[config.mk]
export PLATFORM = sky130hd
export DESIGN_NAME = addsub_arbiter_flat
export DESIGN_NICKNAME = d
export VERILOG_FILES = /design/src/rtl/addsub_arbiter_pkg.sv /design/src/rtl/addsub_arbiter_if.sv /design/src/rtl/addsub_arbiter_addsub_unit.sv /design/src/rtl/addsub_arbiter.sv /design/src/flat_wrapper.sv
export SDC_FILE = /design/constraint.sdc
export NUM_CORES = 1
export LEC_CHECK = 0
export BUFFER_PORTS_ARGS = -buffer_cell sky130_fd_sc_hd__buf_4
export CAP_MARGIN = 20
export CELL_PAD_IN_SITES_DETAIL_PLACEMENT = 0
export CELL_PAD_IN_SITES_GLOBAL_PLACEMENT = 1
export CORE_MARGIN = 1
export CORE_UTILIZATION = 30
export DETAILED_ROUTE_END_ITERATION = 8
export PLACE_DENSITY = 0.77
export SLEW_MARGIN = 20
export SYNTH_ARGS = -nofsm -noshare
export SYNTH_HDL_FRONTEND = slang
export SYNTH_SLANG_ARGS = --single-unit
[constraint.sdc]
create_clock -name clk -period 3.54 [get_ports clk]
set_input_delay 0.885 -clock clk [delete_from_list [all_inputs] [get_ports clk]]
set_output_delay 0.885 -clock clk [all_outputs]
set_load 0.02 [all_outputs]
[src/rtl/addsub_arbiter_pkg.sv]
// Shared constants, types and the arbitration rule for the add/sub arbiter.
package addsub_arbiter_pkg;

    localparam int DEFAULT_WIDTH = 4;

    localparam logic OP_ADD = 1'b0;
    localparam logic OP_SUB = 1'b1;

    typedef enum logic {
        ST_EMPTY = 1'b0,
        ST_FULL  = 1'b1
    } slot_state_e;

    // Round-robin choice between two requesters: a lone requester wins,
    // contention goes to the one not granted last time.
    function automatic logic pick_grant(input logic valid0, input logic valid1,
                                        input logic last);
        if (valid0 && valid1) begin
            return !last;
        end
        return valid1;
    endfunction

endpackage

[src/rtl/addsub_arbiter_if.sv]
// Request/response bundle between two client engines, the arbiter and the consumer.
interface addsub_arbiter_if
    import addsub_arbiter_pkg::*;
#(
    parameter int WIDTH = DEFAULT_WIDTH
);

    logic             req0_valid;
    logic             req0_ready;
    logic             req0_op;
    logic [WIDTH-1:0] req0_a;
    logic [WIDTH-1:0] req0_b;

    logic             req1_valid;
    logic             req1_ready;
    logic             req1_op;
    logic [WIDTH-1:0] req1_a;
    logic [WIDTH-1:0] req1_b;

    logic             rsp_valid;
    logic             rsp_ready;
    logic             rsp_id;
    logic [WIDTH-1:0] rsp_result;
    logic             rsp_cout;
    logic             rsp_ovf;

    // Arbiter side.
    modport slave (
        input  req0_valid, req0_op, req0_a, req0_b,
        output req0_ready,
        input  req1_valid, req1_op, req1_a, req1_b,
        output req1_ready,
        output rsp_valid, rsp_id, rsp_result, rsp_cout, rsp_ovf,
        input  rsp_ready
    );

    // Requester/consumer side.
    modport master (
        output req0_valid, req0_op, req0_a, req0_b,
        input  req0_ready,
        output req1_valid, req1_op, req1_a, req1_b,
        input  req1_ready,
        input  rsp_valid, rsp_id, rsp_result, rsp_cout, rsp_ovf,
        output rsp_ready
    );

endinterface

[src/rtl/addsub_arbiter_addsub_unit.sv]
// Combinational WIDTH-bit ripple-carry adder/subtractor built from full-adder cells.
// Subtract is a + ~b + 1, so cout = 1 on subtract means no borrow.
module addsub_unit
    import addsub_arbiter_pkg::*;
#(
    parameter int WIDTH = DEFAULT_WIDTH
) (
    input  logic [WIDTH-1:0] a,
    input  logic [WIDTH-1:0] b,
    input  logic             op,
    output logic [WIDTH-1:0] result,
    output logic             cout,
    output logic             ovf
);

    logic [WIDTH-1:0] b_eff;
    logic [WIDTH:0]   carry;

    assign b_eff    = b ^ {WIDTH{op}};
    assign carry[0] = op;

    for (genvar i = 0; i < WIDTH; i++) begin : g_fa
        assign result[i]  = a[i] ^ b_eff[i] ^ carry[i];
        assign carry[i+1] = (a[i] & b_eff[i]) | (carry[i] & (a[i] ^ b_eff[i]));
    end

    assign cout = carry[WIDTH];
    // Signed overflow: operands of equal sign producing a result of the other sign.
    assign ovf  = (a[WIDTH-1] == b_eff[WIDTH-1]) && (result[WIDTH-1] != a[WIDTH-1]);

endmodule

[src/rtl/addsub_arbiter.sv]
// Two-requester round-robin arbiter sharing one add/sub datapath, with a
// single-entry registered response slot tagged by requester id.
module addsub_arbiter
    import addsub_arbiter_pkg::*;
#(
    parameter int WIDTH = DEFAULT_WIDTH  // must match the interface instance
) (
    input  logic             clk,
    input  logic             rst,
    addsub_arbiter_if.slave  bus
);

    slot_state_e      state_q, state_d;
    logic             last_q, last_d;
    logic             rsp_id_q, rsp_id_d;
    logic [WIDTH-1:0] rsp_result_q, rsp_result_d;
    logic             rsp_cout_q, rsp_cout_d;
    logic             rsp_ovf_q, rsp_ovf_d;

    logic             grant_id;
    logic             can_accept;
    logic             ready0;
    logic             ready1;
    logic             xfer;

    logic             sel_op;
    logic [WIDTH-1:0] sel_a;
    logic [WIDTH-1:0] sel_b;
    logic [WIDTH-1:0] alu_result;
    logic             alu_cout;
    logic             alu_ovf;

    // Grant, slot availability and the per-requester ready handshake.
    always_comb begin
        // NOTE: every signal gets a value on every path through always_comb,
        // otherwise synthesis infers a latch to hold the old value.
        grant_id   = pick_grant(bus.req0_valid, bus.req1_valid, last_q);
        can_accept = (state_q == ST_EMPTY) || bus.rsp_ready;
        ready0     = !rst && can_accept && bus.req0_valid && (grant_id == 1'b0);
        ready1     = !rst && can_accept && bus.req1_valid && (grant_id == 1'b1);
        xfer       = ready0 || ready1;
        sel_op     = grant_id ? bus.req1_op : bus.req0_op;
        sel_a      = grant_id ? bus.req1_a  : bus.req0_a;
        sel_b      = grant_id ? bus.req1_b  : bus.req0_b;
    end

    addsub_unit #(
        .WIDTH (WIDTH)
    ) u_addsub (
        .a      (sel_a),
        .b      (sel_b),
        .op     (sel_op),
        .result (alu_result),
        .cout   (alu_cout),
        .ovf    (alu_ovf)
    );

    // Next state of the slot FSM, its payload and the round-robin pointer.
    always_comb begin
        state_d      = state_q;
        last_d       = last_q;
        rsp_id_d     = rsp_id_q;
        rsp_result_d = rsp_result_q;
        rsp_cout_d   = rsp_cout_q;
        rsp_ovf_d    = rsp_ovf_q;
        if (xfer) begin
            // A consume on the same edge is absorbed: overwrite, stay FULL.
            state_d      = ST_FULL;
            last_d       = grant_id;
            rsp_id_d     = grant_id;
            rsp_result_d = alu_result;
            rsp_cout_d   = alu_cout;
            rsp_ovf_d    = alu_ovf;
        end else if ((state_q == ST_FULL) && bus.rsp_ready) begin
            state_d = ST_EMPTY;
        end
    end

    // Slot FSM and registered response outputs.
    always_ff @(posedge clk) begin
        // NOTE: state registers use non-blocking assignments so every flop
        // samples its pre-edge inputs regardless of statement order.
        if (rst) begin
            state_q      <= ST_EMPTY;
            last_q       <= 1'b1;   // requester 0 wins the first contention
            // NOTE: the payload is reset too because it is directly visible
            // on the outputs; a buried data register could skip this.
            rsp_id_q     <= 1'b0;
            rsp_result_q <= '0;
            rsp_cout_q   <= 1'b0;
            rsp_ovf_q    <= 1'b0;
        end else begin
            state_q      <= state_d;
            last_q       <= last_d;
            rsp_id_q     <= rsp_id_d;
            rsp_result_q <= rsp_result_d;
            rsp_cout_q   <= rsp_cout_d;
            rsp_ovf_q    <= rsp_ovf_d;
        end
    end

    assign bus.req0_ready = ready0;
    assign bus.req1_ready = ready1;
    assign bus.rsp_valid  = (state_q == ST_FULL);
    assign bus.rsp_id     = rsp_id_q;
    assign bus.rsp_result = rsp_result_q;
    assign bus.rsp_cout   = rsp_cout_q;
    assign bus.rsp_ovf    = rsp_ovf_q;

endmodule
[src/flat_wrapper.sv]
// flat-port wrapper written by rule: the top's interface ports become plain ports
module addsub_arbiter_flat import addsub_arbiter_pkg::*;
#(
    parameter int WIDTH = DEFAULT_WIDTH                                      
)
  (clk, rst, bus_req0_valid, bus_req0_op, bus_req0_a, bus_req0_b, bus_req0_ready, bus_req1_valid, bus_req1_op, bus_req1_a, bus_req1_b, bus_req1_ready, bus_rsp_valid, bus_rsp_id, bus_rsp_result, bus_rsp_cout, bus_rsp_ovf, bus_rsp_ready);
  addsub_arbiter_if #(.WIDTH(WIDTH)) bus_i ();
  input  logic clk;
  input  logic rst;
  input wire logic [$bits(bus_i.req0_valid)-1:0] bus_req0_valid;
  input wire logic [$bits(bus_i.req0_op)-1:0] bus_req0_op;
  input wire logic [$bits(bus_i.req0_a)-1:0] bus_req0_a;
  input wire logic [$bits(bus_i.req0_b)-1:0] bus_req0_b;
  output wire logic [$bits(bus_i.req0_ready)-1:0] bus_req0_ready;
  input wire logic [$bits(bus_i.req1_valid)-1:0] bus_req1_valid;
  input wire logic [$bits(bus_i.req1_op)-1:0] bus_req1_op;
  input wire logic [$bits(bus_i.req1_a)-1:0] bus_req1_a;
  input wire logic [$bits(bus_i.req1_b)-1:0] bus_req1_b;
  output wire logic [$bits(bus_i.req1_ready)-1:0] bus_req1_ready;
  output wire logic [$bits(bus_i.rsp_valid)-1:0] bus_rsp_valid;
  output wire logic [$bits(bus_i.rsp_id)-1:0] bus_rsp_id;
  output wire logic [$bits(bus_i.rsp_result)-1:0] bus_rsp_result;
  output wire logic [$bits(bus_i.rsp_cout)-1:0] bus_rsp_cout;
  output wire logic [$bits(bus_i.rsp_ovf)-1:0] bus_rsp_ovf;
  input wire logic [$bits(bus_i.rsp_ready)-1:0] bus_rsp_ready;
  assign bus_i.req0_valid = bus_req0_valid;
  assign bus_i.req0_op = bus_req0_op;
  assign bus_i.req0_a = bus_req0_a;
  assign bus_i.req0_b = bus_req0_b;
  assign bus_req0_ready = bus_i.req0_ready;
  assign bus_i.req1_valid = bus_req1_valid;
  assign bus_i.req1_op = bus_req1_op;
  assign bus_i.req1_a = bus_req1_a;
  assign bus_i.req1_b = bus_req1_b;
  assign bus_req1_ready = bus_i.req1_ready;
  assign bus_rsp_valid = bus_i.rsp_valid;
  assign bus_rsp_id = bus_i.rsp_id;
  assign bus_rsp_result = bus_i.rsp_result;
  assign bus_rsp_cout = bus_i.rsp_cout;
  assign bus_rsp_ovf = bus_i.rsp_ovf;
  assign bus_i.rsp_ready = bus_rsp_ready;
  addsub_arbiter #(.WIDTH(WIDTH)) u_core (.clk(clk), .rst(rst), .bus(bus_i));
endmodule
## Word level (Yosys, flattened, before mapping)

Cells that the tools add are included.
W data, S select, Z words.

- Register bits: 9
- Bits of input ports: 23
- Output and inout bits: 10
- Logic and storage cells: 52

- Eq/ne operators: 2
- Muxes and demuxes: 8
- Bitwise logic cells: 23
- Reduce and logical (&&, ||, !) cells: 13

Operator list:

| operator | number |
|---|---|
| $and A1 B1 Y1 | 8 |
| $logic_and A1 B1 Y1 | 8 |
| $mux W4 | 2 |
| $xor A1 B1 Y1 | 8 |
| $mux W1 | 6 |
| $or A1 B1 Y1 | 4 |
| $xor A4 B4 Y4 | 1 |
| $logic_not A1 Y1 | 2 |
| $logic_or A1 B1 Y1 | 2 |
| $not A1 Y1 | 2 |
| $reduce_bool A2 Y1 | 1 |
| $eq A1 B1 Y1 | 1 |
| $ne A1 B1 Y1 | 1 |

## Depth between registers and ports, before layout

- Word-level depth: 15
- Mapped depth: 9
- Depth with buffers taken out: 8

## Cells and area by module

From an unflattened synthesis, not the netlist that was laid out.

- Cells, all modules: 72
- Area, all modules: 651.9 um^2

By module, submodules not included:

| module | times used | cells an instance | area an instance (um^2) |
|---|---|---|---|
| addsub_arbiter | 1 | 57 | 505.5 |
| addsub_unit | 1 | 15 | 146.4 |

## Worst setup path before layout

OpenSTA, ideal clock, no wires.

- Kind: input to register
- From: in bus_req1_valid
- To: reg u_core.rsp_ovf_q, in the netlist u_core.bus.rsp_ovf
- Library setup time: 0.084 ns
- Arrival time: 3.051 ns
- Setup slack: 0.404 ns
- Cell stages on the path: 7
- Path buffers: 0
- Path through: a21boi_4 > mux2_2 > fa_1 > fa_1 > fa_1 > xnor2_1 > o31ai_2

- Word-level cells in the longest chain between the ends: 15
- Elaborated cells between the ends (all ways): 29
- Those cells by class: 2 x eq/ne; 5 x mux; 16 x bitwise; 6 x reduce/logical

Ends and longest elaborated chain:

| item | line | source |
|---|---|---|
| start: declaration | flat_wrapper.sv:15 | `input wire logic [$bits(bus_i.req1_valid)-1:0] bus_req1_valid;` |
| $logic_and A1 B1 Y1 | addsub_arbiter_pkg.sv:18 | `if (valid0 && valid1) begin` |
| $mux W1 | addsub_arbiter_pkg.sv:18 |  |
| $mux W1 * | addsub_arbiter_pkg.sv:21 | `return valid1;` |
| $mux W4 / $mux W1 (equally long branches) | addsub_arbiter.sv:44, addsub_arbiter.sv:42 |  |
| $xor A4 B4 Y4 | addsub_arbiter_addsub_unit.sv:19 | `assign b_eff = b ^ {WIDTH{op}};` |
| $xor A1 B1 Y1 | addsub_arbiter_addsub_unit.sv:24 | `assign carry[i+1] = (a[i] & b_eff[i]) \| (carry[i] & (a[i] ^ b_eff[i]));` |
| $and A1 B1 Y1 | addsub_arbiter_addsub_unit.sv:24 |  |
| $or A1 B1 Y1 | addsub_arbiter_addsub_unit.sv:24 |  |
| $and A1 B1 Y1 | addsub_arbiter_addsub_unit.sv:24 |  |
| $or A1 B1 Y1 | addsub_arbiter_addsub_unit.sv:24 |  |
| $and A1 B1 Y1 | addsub_arbiter_addsub_unit.sv:24 |  |
| $or A1 B1 Y1 | addsub_arbiter_addsub_unit.sv:24 |  |
| $xor A1 B1 Y1 * | addsub_arbiter_addsub_unit.sv:23 | `assign result[i] = a[i] ^ b_eff[i] ^ carry[i];` |
| net u_core.alu_result[3] | addsub_arbiter.sv:29 | `logic [WIDTH-1:0] alu_result;` |
| $ne A1 B1 Y1 * | addsub_arbiter_addsub_unit.sv:29 | `assign ovf = (a[WIDTH-1] == b_eff[WIDTH-1]) && (result[WIDTH-1] != a[WIDTH-1]);` |
| $logic_and A1 B1 Y1 * | addsub_arbiter_addsub_unit.sv:29 |  |
| end signal: assignment | addsub_arbiter.sv:98 | `rsp_ovf_q <= rsp_ovf_d;` |
| end: declaration | addsub_arbiter.sv:18 | `logic rsp_ovf_q, rsp_ovf_d;` |

The timed path passes the listed nets; every way through them passes the cells marked *.
A chain may end at the register's enable or synchronous reset.

## Worst setup path after layout

- From: in bus_req0_valid
- To: reg u_core.rsp_ovf_q, in the netlist u_core.bus.rsp_ovf

- Word-level cells in the longest chain between the ends: 15
- Elaborated cells between the ends (all ways): 29
- Those cells by class: 2 x eq/ne; 5 x mux; 16 x bitwise; 6 x reduce/logical

Ends and longest elaborated chain:

| item | line | source |
|---|---|---|
| start: declaration | flat_wrapper.sv:10 | `input wire logic [$bits(bus_i.req0_valid)-1:0] bus_req0_valid;` |
| $logic_and A1 B1 Y1 * | addsub_arbiter_pkg.sv:18 |  |
| $mux W1 * | addsub_arbiter_pkg.sv:18 |  |
| $mux W1 * | addsub_arbiter_pkg.sv:21 |  |
| $mux W4 / $mux W1 (equally long branches) | addsub_arbiter.sv:44, addsub_arbiter.sv:42 |  |
| $xor A4 B4 Y4 | addsub_arbiter_addsub_unit.sv:19 |  |
| $xor A1 B1 Y1 | addsub_arbiter_addsub_unit.sv:24 |  |
| $and A1 B1 Y1 | addsub_arbiter_addsub_unit.sv:24 |  |
| $or A1 B1 Y1 | addsub_arbiter_addsub_unit.sv:24 |  |
| $and A1 B1 Y1 | addsub_arbiter_addsub_unit.sv:24 |  |
| $or A1 B1 Y1 | addsub_arbiter_addsub_unit.sv:24 |  |
| $and A1 B1 Y1 | addsub_arbiter_addsub_unit.sv:24 |  |
| $or A1 B1 Y1 | addsub_arbiter_addsub_unit.sv:24 |  |
| $xor A1 B1 Y1 * | addsub_arbiter_addsub_unit.sv:23 |  |
| net u_core.alu_result[3] | addsub_arbiter.sv:29 |  |
| $ne A1 B1 Y1 * | addsub_arbiter_addsub_unit.sv:29 |  |
| $logic_and A1 B1 Y1 * | addsub_arbiter_addsub_unit.sv:29 |  |

Marked as above.

==> summary.txt <==
Run status
  – Status: complete, no violations

Clock network
  – Clk sinks: 9
  – CTS Hold Bufs: 0
  – Reg clk slew, reported paths: 0.06 ns
  – Skew-Pair Late Insertion Delay: 0.25 ns
  – Post-CTS sizing: 0
  – H-tree depth: 1
  – TritonCTS clock tree: built
  – Setup Fix Bufs, Post-CTS: 0
  – Max Buffers Root-to-Sink: 2
  – Clk root buf: clkbuf_4
  – Inserted Clock Buffers: 3

Critical path
  – CP Launch Type: primary input
  – Setup CP Type: primary input to flop
  – FF-to-FF setup slack: about 0.86 ns
  – Critical path endpoint: u_core.bus.rsp_ovf
  – Crit. End Element: flop
  – CP Max Fanout: 7
  – R2R Path End: u_core.bus.rsp_ovf
  – Worst Path Arrival: 3.26 ns
  – Worst r2r src: u_core.last_q
  – CP required: 3.71 ns
  – Critical path startpoint: bus_req0_valid
  – R2R cell count: 7

Hold path
  – Hold Crit Class: flop to flop
  – Hold path cells: 2

Timing
  – Pins Over Slew Limit: 0
  – Hold Fails Final Rpt: 0
  – Unrepaired setup endpoints after global routing: no
  – Max Freq: about 0.32 GHz
  – Post-route clock period utilization: a little under 90%
  – Final setup viols: 0
  – Max Clock Skew: 0.00320 ns
  – Max-slew headroom: 62.9%
  – Final TNS setup: 0 ns
  – Crit path time final: 3.10 ns
  – Worst Tran Pin Value: between 0.5 and 0.6 ns
  – Fin Hold WS: ~0.45 ns

Synth
  – Synthesized Nets: 97
  – Post-synth top flop: dfxtp_1
  – Most frequent cell after synthesis: nand2_1
  – Syn Inst Count: 70
  – Mean Syn Cell Area: 8.97 um^2
  – Yosys cell types: 28
  – Yosys reg bits: 9
  – Netlist Area Pre-Place: 628 um^2
  – Leading post-synthesis cells by cell area: dfxtp_1, fa_1, nand2_1
  – Sequential area share after synthesis: between 20% and 30%
  – Post-synth top area cell: dfxtp_1
  – Post-synth EDFFs: 0
  – Syn. warnings: 0
  – Post-synth top area share: 28.7%
  – Top cells by count, synth: nand2_1, dfxtp_1, a21oi_1, xnor2_1, xor2_1
  – FFs w/ async S/R, synth: 0%

Placed design
  – Gpl congestion: about 0.70
  – Post-DP HPWL: 1.08 mm
  – IO buf count: 32

Floorplanning
  – Die Y: 47.8 um
  – Initial core utilization: about a third
  – I/O Pins: 33
  – Num rows: 16
  – Die W: 47.8 um
  – Core Region: between 1500 and 2000 um^2
  – Die area: around 2300 um^2

Final layout
  – P&R area growth vs syn: 48.2%
  – Nets: 133
  – Share of cells above drive strength 1: 41.0%
  – Filler cells: 214
  – ANT cells: 0

Power
  – Worst VDD drop: 0.119 mV
  – Leakage: between 0.0004 and 0.0005 uW
  – Net Switching: 103 uW
  – Gate power share: between 30 and 40%
  – Flop pwr share: a little over a third
  – Clk network pwr share: around a quarter
  – Total chip power: 325 uW
  – Sw Ratio: between 30% and 40%
  – Cell Pwr Density: 349 nW/um^2
  – Pint: roughly 220 uW

GRT
  – Vias in the first global route: 454
  – Initial antenna violation count: 0
  – Remaining Overflow, GRT: 0
  – Largest net degree at the start of global routing: 14
  – First-pass GRT wire length: 1.84 mm
  – GRT Util Overall: 11.9%

Detailed routing
  – Routed len/inst: 9.85 um
  – Vias per inst: 4.20
  – Drc violations: 0
  – Initial DRC Count: 1
  – Total Wirelength: 1.30 mm
  – Via count: 554
  – Initial DRT Pass Iterations: 2
  – Post-route ant nets: 0

Flow run
  – Max-cap violations: 0
## kinds of logic after synthesis
family,after synthesis,share of synthesized area [%]
multiplexers,4,7.57
flip-flops,9,28.7
buffers and inverters,3,1.99
AO/OA/AOI/OAI,16,17.9
XOR/XNOR,9,12.5
AND/OR/NAND/NOR,25,19.7
adder cells (fa/ha/maj),4,11.6
## area by class of cell
| cell class | instances | area (um^2) | area share [%] |
|---|---|---|---|
| clock buffer | 4 | 26.3 | 2.82 |
| multi-input combinational | 58 | 435 | 46.8 |
| sequential | 9 | 180 | 19.4 |
| tap | 27 | 33.8 | 3.63 |
| timing repair buffer | 34 | 255 | 27.4 |
## flip-flops by register name (all words and copies together) (netlist names)
register,flops
u_core.bus.rsp_id,1
u_core.bus.rsp_result,4
u_core.bus.rsp_ovf,1
u_core.bus.rsp_cout,1
u_core.bus.rsp_valid,1
u_core.last_q,1
## power groups by stage
stage | sequential, uW | combinational (uW) | clock (uW)
2_1_floorplan | 133 | 66.6 | 0
3_3_place_gp | 120 | 129 | 0
3_5_place_dp | 121 | 131 | 0
4_1_cts | 119 | 131 | 81.1
5_1_grt | 120 | 142 | 88.1
6_report | 118 | 129 | 77.4
## critical path, stage by stage
cell,delay (ns)
buf_4,0.13
a21boi_4,0.23
mux2_2,0.38
fa_1,0.44
fa_1,0.39
fa_1,0.48
xnor2_1,0.16
o31ai_2,0.17
## worst min-delay path by stage
stage,slack [ns],start,endpoint
finish,0.45,u_core.bus.rsp_result[1],u_core.bus.rsp_result[1]
global placement,0.44,u_core.bus.rsp_result[2],u_core.bus.rsp_result[2]
global route,0.47,u_core.bus.rsp_result[1],u_core.bus.rsp_result[1]
detailed placement,0.45,u_core.bus.rsp_result[3],u_core.bus.rsp_result[3]
floorplan,0.52,u_core.last_q,u_core.last_q
CTS,0.46,u_core.bus.rsp_result[3],u_core.bus.rsp_result[3]
## metrics by stage
stage               instances  instance area, um^2  utilization (%)  setup slack (ns)
floorplan                  70                  628                -             0.404
global placement          128                  905             46.1             0.251
detailed placement        128                  905             46.1             0.172
CTS                       132                  931             47.4             0.440
global route              132                  931             47.4             0.388
finish                    132                  931             47.4             0.445
## placed cells by master (no fill, tap or decap), drive strengths merged
cell type / netlist / routed
a211o: 1 / 1
a211oi: 1 / 1
a21boi: 1 / 1
a21oi: 7 / 7
a22oi: 1 / 1
buf: 1 / 34
clkbuf: 2 / 4
dfxtp: 9 / 9
fa: 3 / 3
ha: 1 / 1
mux2: 3 / 3
mux2i: 1 / 1
nand2: 14 / 14
nand2b: 1 / 1
nand3b: 1 / 1
nor2: 2 / 2
nor2b: 2 / 2
nor3: 1 / 1
nor3b: 2 / 2
nor4b: 1 / 1
o211ai: 1 / 1
o21ai: 3 / 3
o31ai: 1 / 1
or3: 1 / 1
xnor2: 5 / 5
xor2: 4 / 4
## per-layer routing
layer	share of wire, %	track usage, %	routed length (um)
met1	50	16.3	648
met2	42	16.5	549
met3	6.3	3.40	82
met4	1.5	6.67	19
met5	0	0	0
No activity file was read; power rests on OpenSTA's default activity.
